### src/rtl/serial_subtractor.sv
// Bit-serial A - B, LSB first, one full-subtractor cell plus a borrow FF.
// One operand pair per accepted start; result registered on entry to DONE.
module serial_subtractor #(
  parameter int WIDTH = 8
) (
  input  logic             clk,
  input  logic             rst_n,
  input  logic             start,
  input  logic [WIDTH-1:0] a,
  input  logic [WIDTH-1:0] b,
  output logic             busy,
  output logic             done,
  output logic [WIDTH-1:0] diff,
  output logic             borrow,
  output logic             overflow
);

  localparam int CW = $clog2(WIDTH + 1);

  typedef enum logic [1:0] {
    IDLE  = 2'd0,
    SHIFT = 2'd1,
    DONE  = 2'd2
  } state_t;

  state_t           state_q;
  logic [WIDTH-1:0] a_sh_q;
  logic [WIDTH-1:0] b_sh_q;
  logic [WIDTH-1:0] res_sh_q;
  logic [WIDTH-1:0] res_sh_d;
  logic [CW-1:0]    cnt_q;
  logic             bw_q;
  logic             bw_d;
  logic             sa_q;
  logic             sb_q;
  logic             d_bit;
  logic             busy_q;
  logic             done_q;
  logic [WIDTH-1:0] diff_q;
  logic             borrow_q;
  logic             ovf_q;

  always_comb begin
    d_bit    = a_sh_q[0] ^ b_sh_q[0] ^ bw_q;
    bw_d     = (~a_sh_q[0] & b_sh_q[0])
             | (~(a_sh_q[0] ^ b_sh_q[0]) & bw_q);
    res_sh_d = {d_bit, res_sh_q[WIDTH-1:1]};
  end

  always_ff @(posedge clk) begin
    if (!rst_n) begin
      state_q  <= IDLE;
      a_sh_q   <= '0;
      b_sh_q   <= '0;
      res_sh_q <= '0;
      cnt_q    <= '0;
      bw_q     <= 1'b0;
      sa_q     <= 1'b0;
      sb_q     <= 1'b0;
      busy_q   <= 1'b0;
      done_q   <= 1'b0;
      diff_q   <= '0;
      borrow_q <= 1'b0;
      ovf_q    <= 1'b0;
    end else begin
      done_q <= 1'b0;
      unique case (state_q)
        IDLE: begin
          if (start) begin
            a_sh_q  <= a;
            b_sh_q  <= b;
            bw_q    <= 1'b0;
            cnt_q   <= '0;
            sa_q    <= a[WIDTH-1];
            sb_q    <= b[WIDTH-1];
            busy_q  <= 1'b1;
            state_q <= SHIFT;
          end
        end
        SHIFT: begin
          a_sh_q   <= a_sh_q >> 1;
          b_sh_q   <= b_sh_q >> 1;
          res_sh_q <= res_sh_d;
          bw_q     <= bw_d;
          cnt_q    <= cnt_q + CW'(1);
          // last bit goes straight into diff, bypassing res_sh_q
          if (cnt_q == CW'(WIDTH - 1)) begin
            state_q  <= DONE;
            busy_q   <= 1'b0;
            done_q   <= 1'b1;
            diff_q   <= res_sh_d;
            borrow_q <= bw_d;
            ovf_q    <= (sa_q != sb_q) && (d_bit != sa_q);
          end
        end
        DONE: begin
          state_q <= IDLE;
        end
        default: begin
          state_q <= IDLE;
        end
      endcase
    end
  end

  assign busy     = busy_q;
  assign done     = done_q;
  assign diff     = diff_q;
  assign borrow   = borrow_q;
  assign overflow = ovf_q;

endmodule

### config.mk
export PLATFORM = sky130hd
export DESIGN_NAME = serial_subtractor
export DESIGN_NICKNAME = d
export VERILOG_FILES = /design/src/rtl/serial_subtractor.sv
export SDC_FILE = /design/constraint.sdc
export NUM_CORES = 1
export LEC_CHECK = 0
export ABC_AREA = 1
export BUFFER_PORTS_ARGS = -buffer_cell sky130_fd_sc_hd__clkbuf_2
export CAP_MARGIN = 20
export CORE_ASPECT_RATIO = 1.25
export CORE_UTILIZATION = 50
export CTS_CLUSTER_SIZE = 30
export DETAILED_ROUTE_END_ITERATION = 16
export PLACE_DENSITY_LB_ADDON = 0.15
export SLEW_MARGIN = 20
export SYNTH_ARGS = -nofsm -noshare
export SYNTH_HDL_FRONTEND = slang
export SYNTH_SLANG_ARGS = --single-unit
export TNS_END_PERCENT = 30
### constraint.sdc
create_clock -name clk -period 1.77 [get_ports clk]
set_input_delay 0.2655 -clock clk [delete_from_list [all_inputs] [get_ports clk]]
set_output_delay 0.2655 -clock clk [all_outputs]
set_load 0.03 [all_outputs]
Word-level counts from Yosys, hierarchy flattened --
Index checks and enable logic that the tools add are counted.
Word-level totals: logic and storage cells 51, bits in registers 45, output and inout bits 12
Operators by class: muxes and demuxes 15, equality and inequality tests 6, bitwise gates (word level) 7, $add $sub $neg 1, reduce and logical (&&, ||, !) cells 9
Operator list (count):
- $pmux 8 s2 | 2
- $mux 8 | 2
- $reduce_and 2->1 | 5
- $pmux 4 s2 | 1
- $add 4x1->4 const B | 1
- $eq 4x3->1 const B | 1
- $mux 1 | 4
- $mux 2 | 2
- $mux 4 | 1
- $ne 2x2->1 const B | 2
- $pmux 1 s2 | 2
- $pmux 2 s2 | 1
- $reduce_and 3->1 | 1
- $and 1x1->1 | 2
- $eq 2x1->1 const B | 1
- $logic_not 2->1 | 1
- $ne 1x1->1 | 2
- $not 1->1 | 2
- $reduce_bool 2->1 | 1
- $xor 1x1->1 | 2
- $logic_and 1x1->1 | 1
- $or 1x1->1 | 1

Longest topological paths before layout --
depth after elaboration 5, gate-level depth with buffers 8, depth with buffers taken out 7

Worst setup path after synthesis --
Ideal clock, no wire load.
path type register to register, start register cnt_q[0], end register ovf_q, in the netlist overflow, data required time 1.657 ns, period minus slack after synthesis 1.260 ns, path slack 0.510 ns, stages on the path, launching flop included 8, setup time 0.113 ns, data arrival time 1.147 ns, cell sequence dfxtp_1 -> ha_1 -> nand2_1 -> nor2_1 -> nand2_1 -> buf_2 -> nor2_1 -> nor2_1
Between the ends: longest elaborated chain between the ends 2
Ends and longest elaborated chain:
- start: declaration | line 31 | logic [CW-1:0] cnt_q;
- start signal: assignment | line 85 | cnt_q <= cnt_q + CW'(1);
- $eq 4x3->1 | line 87 | if (cnt_q == CW'(WIDTH - 1)) begin
- $reduce_and 2->1 (no source line)
- end signal: assignment | line 93 | ovf_q <= (sa_q != sb_q) && (d_bit != sa_q);
- end: declaration | line 41 | logic ovf_q;
Every way passes these cells. A chain may end at the register's enable or synchronous reset.

Worst setup path in the final report --
Same ends and word-level chain as after synthesis.

==> metrics.txt <==
outcome=complete, no violations; die height=69.7 µm; Tcrit/Tclk final=between 70% and 80%; Max Slew Vio Count=0; Fill cells=roughly 350; synth unique cells=18; IO Pins=31; cts repair resizes=0; Initial DRC Count=73; vias per cell=4.98; core area=around 0.0035 mm²; Clock Pin Slew Worst Setup and Hold Paths=80 ps; Synth Register Bits=44; # clock sinks=44; R2R Path Start=cnt_q[0]; critical path class=reg -> reg; RSZ-0062 raised after global routing=false; Vias=around 1600; antenna-violating nets left=0; number of synthesis warnings=0; hpwl dp=2.52 mm; syn_area_per_cell=7.03 µm²; most frequent cells in the layout=nand2_1 (67), nor2_1 (48), dfxtp_1 (44); Setup crit start kind=flop; first-pass GRT wire length=roughly 6.4 mm; P_leak=0.00102 µW; Non-Filler Instances=330; Total GRT Usage=between 20% and 30%; CTS buffer count=5; Buffers on Ports=30; CP required=1970 ps; R2R Setup Slk=370 ps; Final Net Count=~310; Hold EP=b_sh_q[7]; # rows=24; DRT Pass-1 Iters=6; GRT overflow=0; Setup crit end kind=flop; Crit path top cell by count=nor2_1; Tmin final=1400 ps; share of cells above drive strength 1=15.5%; R2R cell count=7; Hold WS=between 200 and 250 ps; WHS Path Cells=3; H-tree lvl count=2; f_max=0.716 GHz; largest net degree at the start of global routing=29; CTS root buf=clkbuf_8; fin util=59.8%; CP Cell Sequence=ha_1, nand2_1, nor2_1, nand2_1, buf_4, nor2_1, nor2_1; worst slew pin tran=around 380 ps; Peak supply drop=around 0.74 mV; min-delay src=b[7]; DP Cell Count=approximately 320; Final Wtd Congestion=~0.72; Die W=about 56 µm; TNS Setup=0 ps; max_cap viols=0; final hold vios=0; postcts setup bufs=0; Mapped Area=0.00183 mm²; pwr dens=slightly below 900 mW/mm²; leading cell type in the layout, fill and taps excluded=nand2_1; CTS max path bufs=2; DRT Wirelength=3.75 mm; CTS Hold Bufs=0; Min-Delay Path Class=in -> reg; Slew HR=about three quarters; Initial Util=52.7%; initial antenna violation count=0; area of the die=0.00392 mm²; vias in the first global route=1466; syn nets=282; crit-path max cell delay=about 370 ps; DR DRC count=0; wire per inst=11.3 µm; Critical Path Slowest Stage Cell=dfxtp_1; worst-path fanout max=8; Clock Skew=~9.3 ps; Syn Inst Count=roughly 260; Finish-stage setup viols=0; TritonCTS clock tree=done; Clock Latency Late Sink=roughly 290 ps; Crit path arrival time=roughly 1600 ps; layout overhead on the synthesized area=13.6%; reg-to-reg endpoint=overflow; number of diodes=0; Seq/Total Area, Yosys=roughly 48%
-- flip-flops by register name, summed over array words and instances (netlist names), 2 cells and up --
signal,cells
cnt_q,4
res_sh_q,7
diff,8
state_q,2
b_sh_q,8
a_sh_q,8
-- worst max-delay path, delay by kind of cell, from the launching register on --
kind	cells	cell delay (ps)
simple gates	5	550
flops	1	370
buf+inv	1	220
fa+ha+maj	1	180
-- area by class of cell --
class / count / area (µm²) / share of cell area, %
clock inverter: 1 / 5.00 / 0.240
timing repair buffer: 36 / 195 / 9.37
sequential: 44 / 881 / 42.3
tap: 39 / 48.8 / 2.34
inverter: 23 / 86.3 / 4.14
multi-input combinational: 181 / 795 / 38.1
clock buffer: 6 / 72.6 / 3.48
-- where the power goes --
group | switching [µW] | total [µW] | internal, µW
Sequential | 26.9 | 1060 | 1040
Clock | 309 | 577 | 268
Combinational | 137 | 216 | 79.3
-- per-layer routing --
metal	routed length (µm)	GRT usage (%)	share of wire [%]
met1	1780	26.4	48
met2	1760	33.9	47
met3	165	5.60	4.4
met4	38	7.32	1.0
met5	0	0	0
-- through the flow --
stage	setup WS [ps]	cell area (µm²)	total power, µW
final	374	2080	1860
after global routing	166	2080	1950
after CTS	376	2080	1890
after floorplan	510	1830	1240
after detailed placement	367	2010	1300
after global placement	403	2010	1300
-- how the worst max path moves through the flow --
stage / to / from
CTS: overflow / cnt_q[0]
global placement: overflow / cnt_q[0]
finish: overflow / cnt_q[0]
detailed placement: overflow / cnt_q[0]
floorplan: overflow / cnt_q[0]
global route: overflow / cnt_q[0]
-- cells in the mapped netlist --
cell,n,area share (%)
nand2_1,67,14
nor2_1,48,9.8
dfxtp_1,44,48
nand3_1,40,11
inv_1,22,4.5
a21oi_1,11,3.0
o21ai_0,10,2.7
buf_2,4,1.1
buf_1,3,0.61
buf_4,3,1.2
clkbuf_1,2,0.41
buf_6,1,0.61
fa_1,1,1.1
ha_1,1,0.68
inv_2,1,0.20
nand2_2,1,0.34
nand3b_1,1,0.41
nor2_4,1,0.61
-- logic make-up after synthesis --
kind of cell	Yosys count	share of synthesized area [%]
fa+ha+maj	2	1.77
flops	44	48.0
compound gates	21	5.73
buf+inv	36	8.66
simple gates	158	35.8
Power figures use the tool's default switching activity.
